===== config.mk =====
export PLATFORM = sky130hd
export DESIGN_NAME = cordic_arbiter_flat
export DESIGN_NICKNAME = d
export VERILOG_FILES = /design/src/rtl/cordic_arb_pkg.sv /design/src/rtl/cordic_arbiter_if.sv /design/src/rtl/cordic_tag_fifo.sv /design/src/rtl/cordic_arbiter.sv /design/src/flat_wrapper.sv
export SDC_FILE = /design/constraint.sdc
export NUM_CORES = 1
export LEC_CHECK = 0
export ABC_AREA = 0
export ABC_CLOCK_PERIOD_IN_PS = 5300
export BUFFER_PORTS_ARGS = -buffer_cell sky130_fd_sc_hd__buf_4
export CAP_MARGIN = 20
export CORE_UTILIZATION = 48
export CTS_CLUSTER_DIAMETER = 30
export DETAILED_ROUTE_END_ITERATION = 8
export PLACE_DENSITY = 0.77
export SYNTH_ARGS = -nofsm -noshare
export SYNTH_HDL_FRONTEND = slang
export SYNTH_SLANG_ARGS = --single-unit

===== constraint.sdc =====
create_clock -name clk -period 5.3 [get_ports clk]
set_input_delay 0 -clock clk [delete_from_list [all_inputs] [get_ports clk]]
set_output_delay 0 -clock clk [all_outputs]
set_load 0.05 [all_outputs]

===== src/rtl/cordic_arb_pkg.sv =====
// Shared constants and helpers for the CORDIC request arbiter.
package cordic_arb_pkg;

  localparam int ANGLE_W     = 32;
  localparam int DATA_W      = 32;
  localparam int N_REQ_DEF   = 4;
  localparam int MAX_OUT_DEF = 32;

  // Width of a requester id; never narrower than one bit.
  function automatic int id_w(input int n);
    return (n <= 2) ? 1 : $clog2(n);
  endfunction

endpackage


===== src/rtl/cordic_arbiter_if.sv =====
// Requester-side bus of the CORDIC arbiter: request handshake plus routed results.
interface cordic_arbiter_if #(
  parameter int N_REQ   = cordic_arb_pkg::N_REQ_DEF,
  parameter int ANGLE_W = cordic_arb_pkg::ANGLE_W,
  parameter int DATA_W  = cordic_arb_pkg::DATA_W
);
  logic [N_REQ-1:0]         req_valid;
  logic [N_REQ*ANGLE_W-1:0] req_angle;
  logic [N_REQ-1:0]         req_ready;
  logic [N_REQ-1:0]         rsp_valid;
  logic [DATA_W-1:0]        rsp_sin;
  logic [DATA_W-1:0]        rsp_cos;

  modport master (
    output req_valid, req_angle,
    input  req_ready, rsp_valid, rsp_sin, rsp_cos
  );

  modport slave (
    input  req_valid, req_angle,
    output req_ready, rsp_valid, rsp_sin, rsp_cos
  );
endinterface


===== src/rtl/cordic_tag_fifo.sv =====
// In-order FIFO of requester ids for operations in flight through the CORDIC.
// Accepts a push while full provided a pop happens in the same cycle.
module cordic_tag_fifo
  import cordic_arb_pkg::*;
#(
  parameter int ID_W  = 2,
  parameter int DEPTH = 32
) (
  input  logic                    clk,
  input  logic                    rst_n,
  input  logic                    push,
  input  logic [ID_W-1:0]         push_id,
  input  logic                    pop,
  output logic [ID_W-1:0]         pop_id,
  output logic [$clog2(DEPTH):0]  count,
  output logic                    empty,
  output logic                    full
);

  localparam int PTR_W = (DEPTH > 1) ? $clog2(DEPTH) : 1;
  localparam int CNT_W = $clog2(DEPTH) + 1;

  logic [ID_W-1:0]  mem [DEPTH];
  logic [PTR_W-1:0] wr_ptr;
  logic [PTR_W-1:0] rd_ptr;
  logic             push_ok;
  logic             pop_ok;

  assign empty   = (count == '0);
  assign full    = (count == CNT_W'(DEPTH));
  assign pop_ok  = pop && !empty;
  assign push_ok = push && (!full || pop_ok);
  assign pop_id  = mem[rd_ptr];

  // Id storage; contents need no reset since count gates every read.
  always_ff @(posedge clk) begin
    if (push_ok) mem[wr_ptr] <= push_id;
  end

  // Pointers wrap naturally at the power-of-two depth; count tracks occupancy.
  always_ff @(posedge clk or negedge rst_n) begin
    if (!rst_n) begin
      wr_ptr <= '0;
      rd_ptr <= '0;
      count  <= '0;
    end else begin
      if (push_ok) wr_ptr <= wr_ptr + PTR_W'(1);
      if (pop_ok)  rd_ptr <= rd_ptr + PTR_W'(1);
      case ({push_ok, pop_ok})
        2'b10:   count <= count + CNT_W'(1);
        2'b01:   count <= count - CNT_W'(1);
        default: count <= count;
      endcase
    end
  end

endmodule


===== src/rtl/cordic_arbiter.sv =====
// Round-robin front end sharing one CORDIC pipeline among N_REQ requesters.
// Ids of issued angles ride a tag FIFO so each result returns to its issuer.
module cordic_arbiter #(
  parameter int N_REQ   = cordic_arb_pkg::N_REQ_DEF,
  parameter int ANGLE_W = cordic_arb_pkg::ANGLE_W,
  parameter int DATA_W  = cordic_arb_pkg::DATA_W,
  parameter int MAX_OUT = cordic_arb_pkg::MAX_OUT_DEF
) (
  input  logic                      clk,
  input  logic                      rst_n,
  cordic_arbiter_if.slave           bus,
  output logic [ANGLE_W-1:0]        cor_angle,
  output logic                      cor_pre_vaild,
  input  logic [DATA_W-1:0]         cor_sin,
  input  logic [DATA_W-1:0]         cor_cos,
  input  logic                      cor_post_vaild,
  output logic [$clog2(MAX_OUT):0]  outstanding,
  output logic                      err_orphan
);
  import cordic_arb_pkg::*;

  localparam int ID_W  = id_w(N_REQ);
  localparam int CNT_W = $clog2(MAX_OUT) + 1;

  logic [ID_W-1:0]           rr_ptr;
  logic [N_REQ-1:0]          grant_p0;
  logic [ID_W-1:0]           gnt_id_p0;
  logic signed [ANGLE_W-1:0] sel_angle_p0;
  logic                      found_p0;
  logic                      accept_p0;
  logic                      issue_ok;
  logic                      pop;
  logic [ID_W-1:0]           pop_id;
  logic [CNT_W-1:0]          fifo_count;
  logic                      fifo_empty;
  logic                      fifo_full;

  // A slot frees up when a result pops this cycle, so a full FIFO can still issue.
  assign pop      = cor_post_vaild && !fifo_empty;
  assign issue_ok = !fifo_full || pop;

  // ---- stage p0: combinational round-robin pick, starting at rr_ptr ----
  always_comb begin
    logic [ID_W-1:0] idx;
    grant_p0     = '0;
    gnt_id_p0    = '0;
    sel_angle_p0 = '0;
    found_p0     = 1'b0;
    idx          = '0;
    for (int k = 0; k < N_REQ; k++) begin
      idx = ID_W'((int'(rr_ptr) + k) % N_REQ);
      if (!found_p0 && bus.req_valid[idx]) begin
        found_p0     = 1'b1;
        gnt_id_p0    = idx;
        sel_angle_p0 = bus.req_angle[int'(idx)*ANGLE_W +: ANGLE_W];
      end
    end
    if (found_p0 && issue_ok) grant_p0[gnt_id_p0] = 1'b1;
  end

  assign accept_p0     = |grant_p0;
  assign bus.req_ready = grant_p0;

  cordic_tag_fifo #(
    .ID_W  (ID_W),
    .DEPTH (MAX_OUT)
  ) u_tag_fifo (
    .clk     (clk),
    .rst_n   (rst_n),
    .push    (accept_p0),
    .push_id (gnt_id_p0),
    .pop     (pop),
    .pop_id  (pop_id),
    .count   (fifo_count),
    .empty   (fifo_empty),
    .full    (fifo_full)
  );

  assign outstanding = fifo_count;

  // ---- stage p1: issue register toward the CORDIC; pointer moves past the winner ----
  always_ff @(posedge clk or negedge rst_n) begin
    if (!rst_n) begin
      rr_ptr        <= '0;
      cor_pre_vaild <= 1'b0;
      cor_angle     <= '0;
    end else begin
      cor_pre_vaild <= accept_p0;
      if (accept_p0) begin
        cor_angle <= sel_angle_p0;
        rr_ptr    <= (int'(gnt_id_p0) == N_REQ - 1) ? '0 : gnt_id_p0 + ID_W'(1);
      end
    end
  end

  // ---- response register: route each result to the id at the FIFO head ----
  always_ff @(posedge clk or negedge rst_n) begin
    if (!rst_n) begin
      bus.rsp_valid <= '0;
      bus.rsp_sin   <= '0;
      bus.rsp_cos   <= '0;
      err_orphan    <= 1'b0;
    end else begin
      bus.rsp_valid <= '0;
      if (cor_post_vaild) begin
        if (pop) begin
          bus.rsp_valid <= N_REQ'(1) << pop_id;
          bus.rsp_sin   <= cor_sin;
          bus.rsp_cos   <= cor_cos;
        end else begin
          err_orphan <= 1'b1;
        end
      end
    end
  end

endmodule


===== src/flat_wrapper.sv =====
// flat-port wrapper written by rule: the top's interface ports become plain ports
module cordic_arbiter_flat import cordic_arb_pkg::*;
#(
  parameter int N_REQ   = cordic_arb_pkg::N_REQ_DEF,
  parameter int ANGLE_W = cordic_arb_pkg::ANGLE_W,
  parameter int DATA_W  = cordic_arb_pkg::DATA_W,
  parameter int MAX_OUT = cordic_arb_pkg::MAX_OUT_DEF
)
  (clk, rst_n, cor_angle, cor_pre_vaild, cor_sin, cor_cos, cor_post_vaild, outstanding, err_orphan, bus_req_valid, bus_req_angle, bus_req_ready, bus_rsp_valid, bus_rsp_sin, bus_rsp_cos);
  cordic_arbiter_if #(.N_REQ(N_REQ), .ANGLE_W(ANGLE_W), .DATA_W(DATA_W)) bus_i ();
  input  logic clk;
  input  logic rst_n;
  output logic [ANGLE_W-1:0] cor_angle;
  output logic cor_pre_vaild;
  input  logic [DATA_W-1:0] cor_sin;
  input  logic [DATA_W-1:0] cor_cos;
  input  logic cor_post_vaild;
  output logic [$clog2(MAX_OUT):0] outstanding;
  output logic err_orphan;
  input wire logic [$bits(bus_i.req_valid)-1:0] bus_req_valid;
  input wire logic [$bits(bus_i.req_angle)-1:0] bus_req_angle;
  output wire logic [$bits(bus_i.req_ready)-1:0] bus_req_ready;
  output wire logic [$bits(bus_i.rsp_valid)-1:0] bus_rsp_valid;
  output wire logic [$bits(bus_i.rsp_sin)-1:0] bus_rsp_sin;
  output wire logic [$bits(bus_i.rsp_cos)-1:0] bus_rsp_cos;
  assign bus_i.req_valid = bus_req_valid;
  assign bus_i.req_angle = bus_req_angle;
  assign bus_req_ready = bus_i.req_ready;
  assign bus_rsp_valid = bus_i.rsp_valid;
  assign bus_rsp_sin = bus_i.rsp_sin;
  assign bus_rsp_cos = bus_i.rsp_cos;
  cordic_arbiter #(.N_REQ(N_REQ), .ANGLE_W(ANGLE_W), .DATA_W(DATA_W), .MAX_OUT(MAX_OUT)) u_core (.clk(clk), .rst_n(rst_n), .bus(bus_i), .cor_angle(cor_angle), .cor_pre_vaild(cor_pre_vaild), .cor_sin(cor_sin), .cor_cos(cor_cos), .cor_post_vaild(cor_post_vaild), .outstanding(outstanding), .err_orphan(err_orphan));
endmodule

==> impl_metrics.csv <==
group,metric,value,unit
setup_path,cp.required,5.61,ns
logic_synthesis,yosys.area_share.simple,14.51,%
grt,grt_max_degree,78,
grt,grt_use_total,26.33,%
floorplan,dieArea,24400,um^2
pwr,p_leak,6.580,nW
finish,design_area,15090,um^2
sta,finalHoldViolCount,0,
logic_synthesis,yosys_warnings,0,
setup_path,cp-end-kind,"flop",
pwr,power.total,8.573,mW
detailed_routing,num_vias,10080,
finish,utilization,64.47,%
floorplan,start_util,48.77,%
floorplan,die_w,156.2,um
status,outcome,"complete, no violations",
sta,fmax,249.0,MHz
logic_synthesis,synth_fa_ha_area_share,1.710,%
clock_tree,cts-resized-gates,0,
detailed_routing,drc,0,
setup_path,cp_slowest_cell,"dfrtp_4",
detailed_routing,postRouteAntennaNets,0,
detailed_routing,drt_iter0_drc,887,
placed_design,hpwl,21.04,mm
detailed_routing,detail_route.first_pass.iterations,7,
clock_tree,htree_levels,4,
sta,slew_viol_final,0,
placed_design,dpl-instance-area,13820,um^2
clock_tree,clk_pin_slew,0.08,ns
clock_tree,postCtsHoldBufs,67,
logic_synthesis,synth.avg_cell_area,10.68,um^2
logic_synthesis,syn_nets,1283,
logic_synthesis,synth_compound_area_share,15.69,%
sta,period_share,75.78,%
placed_design,place_congestion,0.8315,
logic_synthesis,synth_flop_cell,"dfrtp_1",
grt,antenna_found_initial,0,
logic_synthesis,synth_enable_flop_cells,64,
clock_tree,cts-root-buf,"clkbuf_16",
logic_synthesis,synth.yosys.seq_area_share,43.15,%
sta,min_period,4.016,ns
logic_synthesis,muxShareOfSynthArea,19.43,%
detailed_routing,wl_per_cell,18.92,um
pwr,ir_drop,0.3763,mV
floorplan,num_rows,56,
setup_path,path_common_cell,"ha_1",
floorplan,io_pins,311,
setup_path,ff2ff_setup_slack,1.28,ns
clock_tree,post_cts_buffers,0,
grt,grt_pass1_wl,50.27,mm
logic_synthesis,synth-seq-cells,184,
job,max_cap_violations,0,
sta,grt_setup_unrepaired,"no",
setup_path,crit_chain,"mux2i_1 -> nor2_1 -> nor3_2 -> buf_4 -> inv_1 -> ha_1 -> o41a_2 -> inv_2 -> ha_1 -> ha_1 -> a21o_1 -> a21oi_1 -> or4_1 -> nand3_1 -> xnor2_1",
clock_tree,cts_tree,"done",
sta,relSlewSlack,33.62,%
clock_tree,cts_sinks,184,
sta,tightest_slew,0.9957,ns
logic_synthesis,synth_cell_type_count,61,
setup_path,cp.arrival,4.33,ns
setup_path,start_kind,"flop",
setup_path,crit_type,"flop to flop",
min_path,hold_path.class,"input pin to flop",
grt,overflow,0,
sta,finClkSkew,0.01639,ns
logic_synthesis,synthCells,1069,
logic_synthesis,synth_top_family_by_area,"multiplexers",
clock_tree,numCtsBuffers,17,
setup_path,slowest_delay,0.85,ns
detailed_routing,totalWireLength,32.51,mm
setup_path,path_buf_inv,3,
finish,finish.net_count,1599,
clock_tree,insertion_delay,0.44,ns
setup_path,worstPathMaxFanout,54,
grt,grt_pass1_vias,9708,
placed_design,portBuffers,310,
pwr,p_per_area,568.2,nW/um^2
logic_synthesis,ys_async_sr_fraction,65.22,%
clock_tree,cts_buffer_depth,2,
sta,finalSetupViolCount,0,
logic_synthesis,synth_area,11410,um^2
floorplan,placeableCoreArea,23400,um^2
detailed_routing,vias_per_cell,5.870,
finish,drive_gt1_share,35.48,%
setup_path,critPathTopFamily,"compound AO/OA/AOI/OAI gates",
sta,fin_tns_setup,0,ns
finish,synthToLayoutAreaGrowth,32.19,%
logic_synthesis,synthXorXnorAreaFrac,0.9976,%
floorplan,die_h,156.2,um
[stage by stage]
stage	setup slack [ns]	hold WS, ns	instances
5_1_grt	0.9342	0.04731	1717
2_1_floorplan	0.5926	-0.2956	1069
3_5_place_dp	1.288	-0.1071	1617
6_report	1.284	0.03188	1718
3_3_place_gp	1.424	-0.1088	1617
4_1_cts	1.246	0.01672	1716
[routing by layer]
layer,vias to the layer above,part of all wire [%],global-route usage [%]
met5,-,0,0
met4,0,3.6,12.61
met3,73,7.8,6.111
met2,442,49,44.86
met1,4928,40,31.41
li1,4641,-,-
[where the power goes]
| part | internal (mW) | switching (mW) | total, mW |
|---|---|---|---|
| Clock | 0.646 | 0.586 | 1.23 |
| Sequential | 1.91 | 0.372 | 2.28 |
| Combinational | 2.05 | 3.01 | 5.06 |
| Total | 4.60 | 3.97 | 8.57 |
[synth_stat cells (all sizes together) (6+ instances only)]
library cell | count | area share [%]
a211o | 18 | 1.4
a21o | 20 | 1.3
a21oi | 26 | 1.2
a221oi | 17 | 1.3
a222oi | 17 | 1.5
a22o | 15 | 1.2
a22oi | 36 | 2.4
a31oi | 32 | 2.7
a32oi | 15 | 1.2
and2 | 21 | 1.2
buf | 41 | 2.2
clkbuf | 56 | 1.8
dfrtp | 120 | 26
edfxtp | 64 | 17
ha | 14 | 1.5
inv | 15 | 0.49
mux2 | 48 | 4.7
mux2i | 38 | 3.4
mux4 | 57 | 11
nand2 | 212 | 7.1
nand3 | 27 | 1.2
nand4 | 7 | 0.38
nor2 | 71 | 2.3
nor3 | 6 | 0.31
o21ai | 25 | 1.1
xnor2 | 11 | 0.84
[cell type report]
| type | instances | area (um^2) |
|---|---|---|
| fill | 1833 | 8315 |
| multi-input combinational | 773 | 5986 |
| sequential | 184 | 4932 |
| timing repair buffer | 394 | 3146 |
| clock buffer | 20 | 457.9 |
| tap | 319 | 399.1 |
| clock inverter | 12 | 107.6 |
| inverter | 15 | 56.30 |
| antenna | 1 | 2.502 |
[worst min-delay path, delay by kind of cell]
kind                   cells  cell delay (ns)
buffers and inverters      1             0.09
AO/OA/AOI/OAI              3             0.34
[placed cells by master, fill, tap and decap left out, types with 18 or more instances in the layout]
cell / instances
mux4_2: 57
nor2_1: 71
a21o_1: 20
and2_1: 21
nand3_1: 27
buf_4: 326
dfrtp_1: 118
nand2_1: 208
mux2_2: 47
mux2i_1: 36
dlygate4sd3_1: 67
a21oi_1: 25
a22oi_1: 36
clkbuf_16: 18
a211o_1: 18
edfxtp_1: 64
[worst paths after layout]
path                                          endpoint               from  cells past startpoint
max                         u_core.u_tag_fifo.count[5]   u_core.rr_ptr[1]                     15
min                               u_core.cor_angle[21]  bus_req_angle[21]                      4
max reg2reg                 u_core.u_tag_fifo.count[5]   u_core.rr_ptr[1]                     15
min reg2reg                          u_core.err_orphan  u_core.err_orphan                      1
max in group asynchronous  u_core.u_tag_fifo.rd_ptr[3]              rst_n                      3
min in group asynchronous         u_core.cor_angle[15]              rst_n                      3
[cells by family (layout without fill, tap and decap cells)]
family / after synthesis / after routing
xor+xnor: 13 / 13
other cells: 0 / 1
fa+ha+maj: 15 / 15
flops: 184 / 184
compound gates: 227 / 227
buf+inv: 112 / 441
mux: 143 / 143
simple gates: 375 / 375
[sequential cells by signal, summed over array words and instances (netlist names), 2 cells and up]
signal / flops
u_core.u_tag_fifo.mem: 64
u_core.bus.rsp_cos: 32
u_core.bus.rsp_sin: 32
u_core.cor_angle: 32
u_core.u_tag_fifo.count: 6
u_core.u_tag_fifo.rd_ptr: 5
u_core.u_tag_fifo.wr_ptr: 5
u_core.bus.rsp_valid: 4
u_core.rr_ptr: 2
Note: power is estimated with default switching activity, not from simulation.
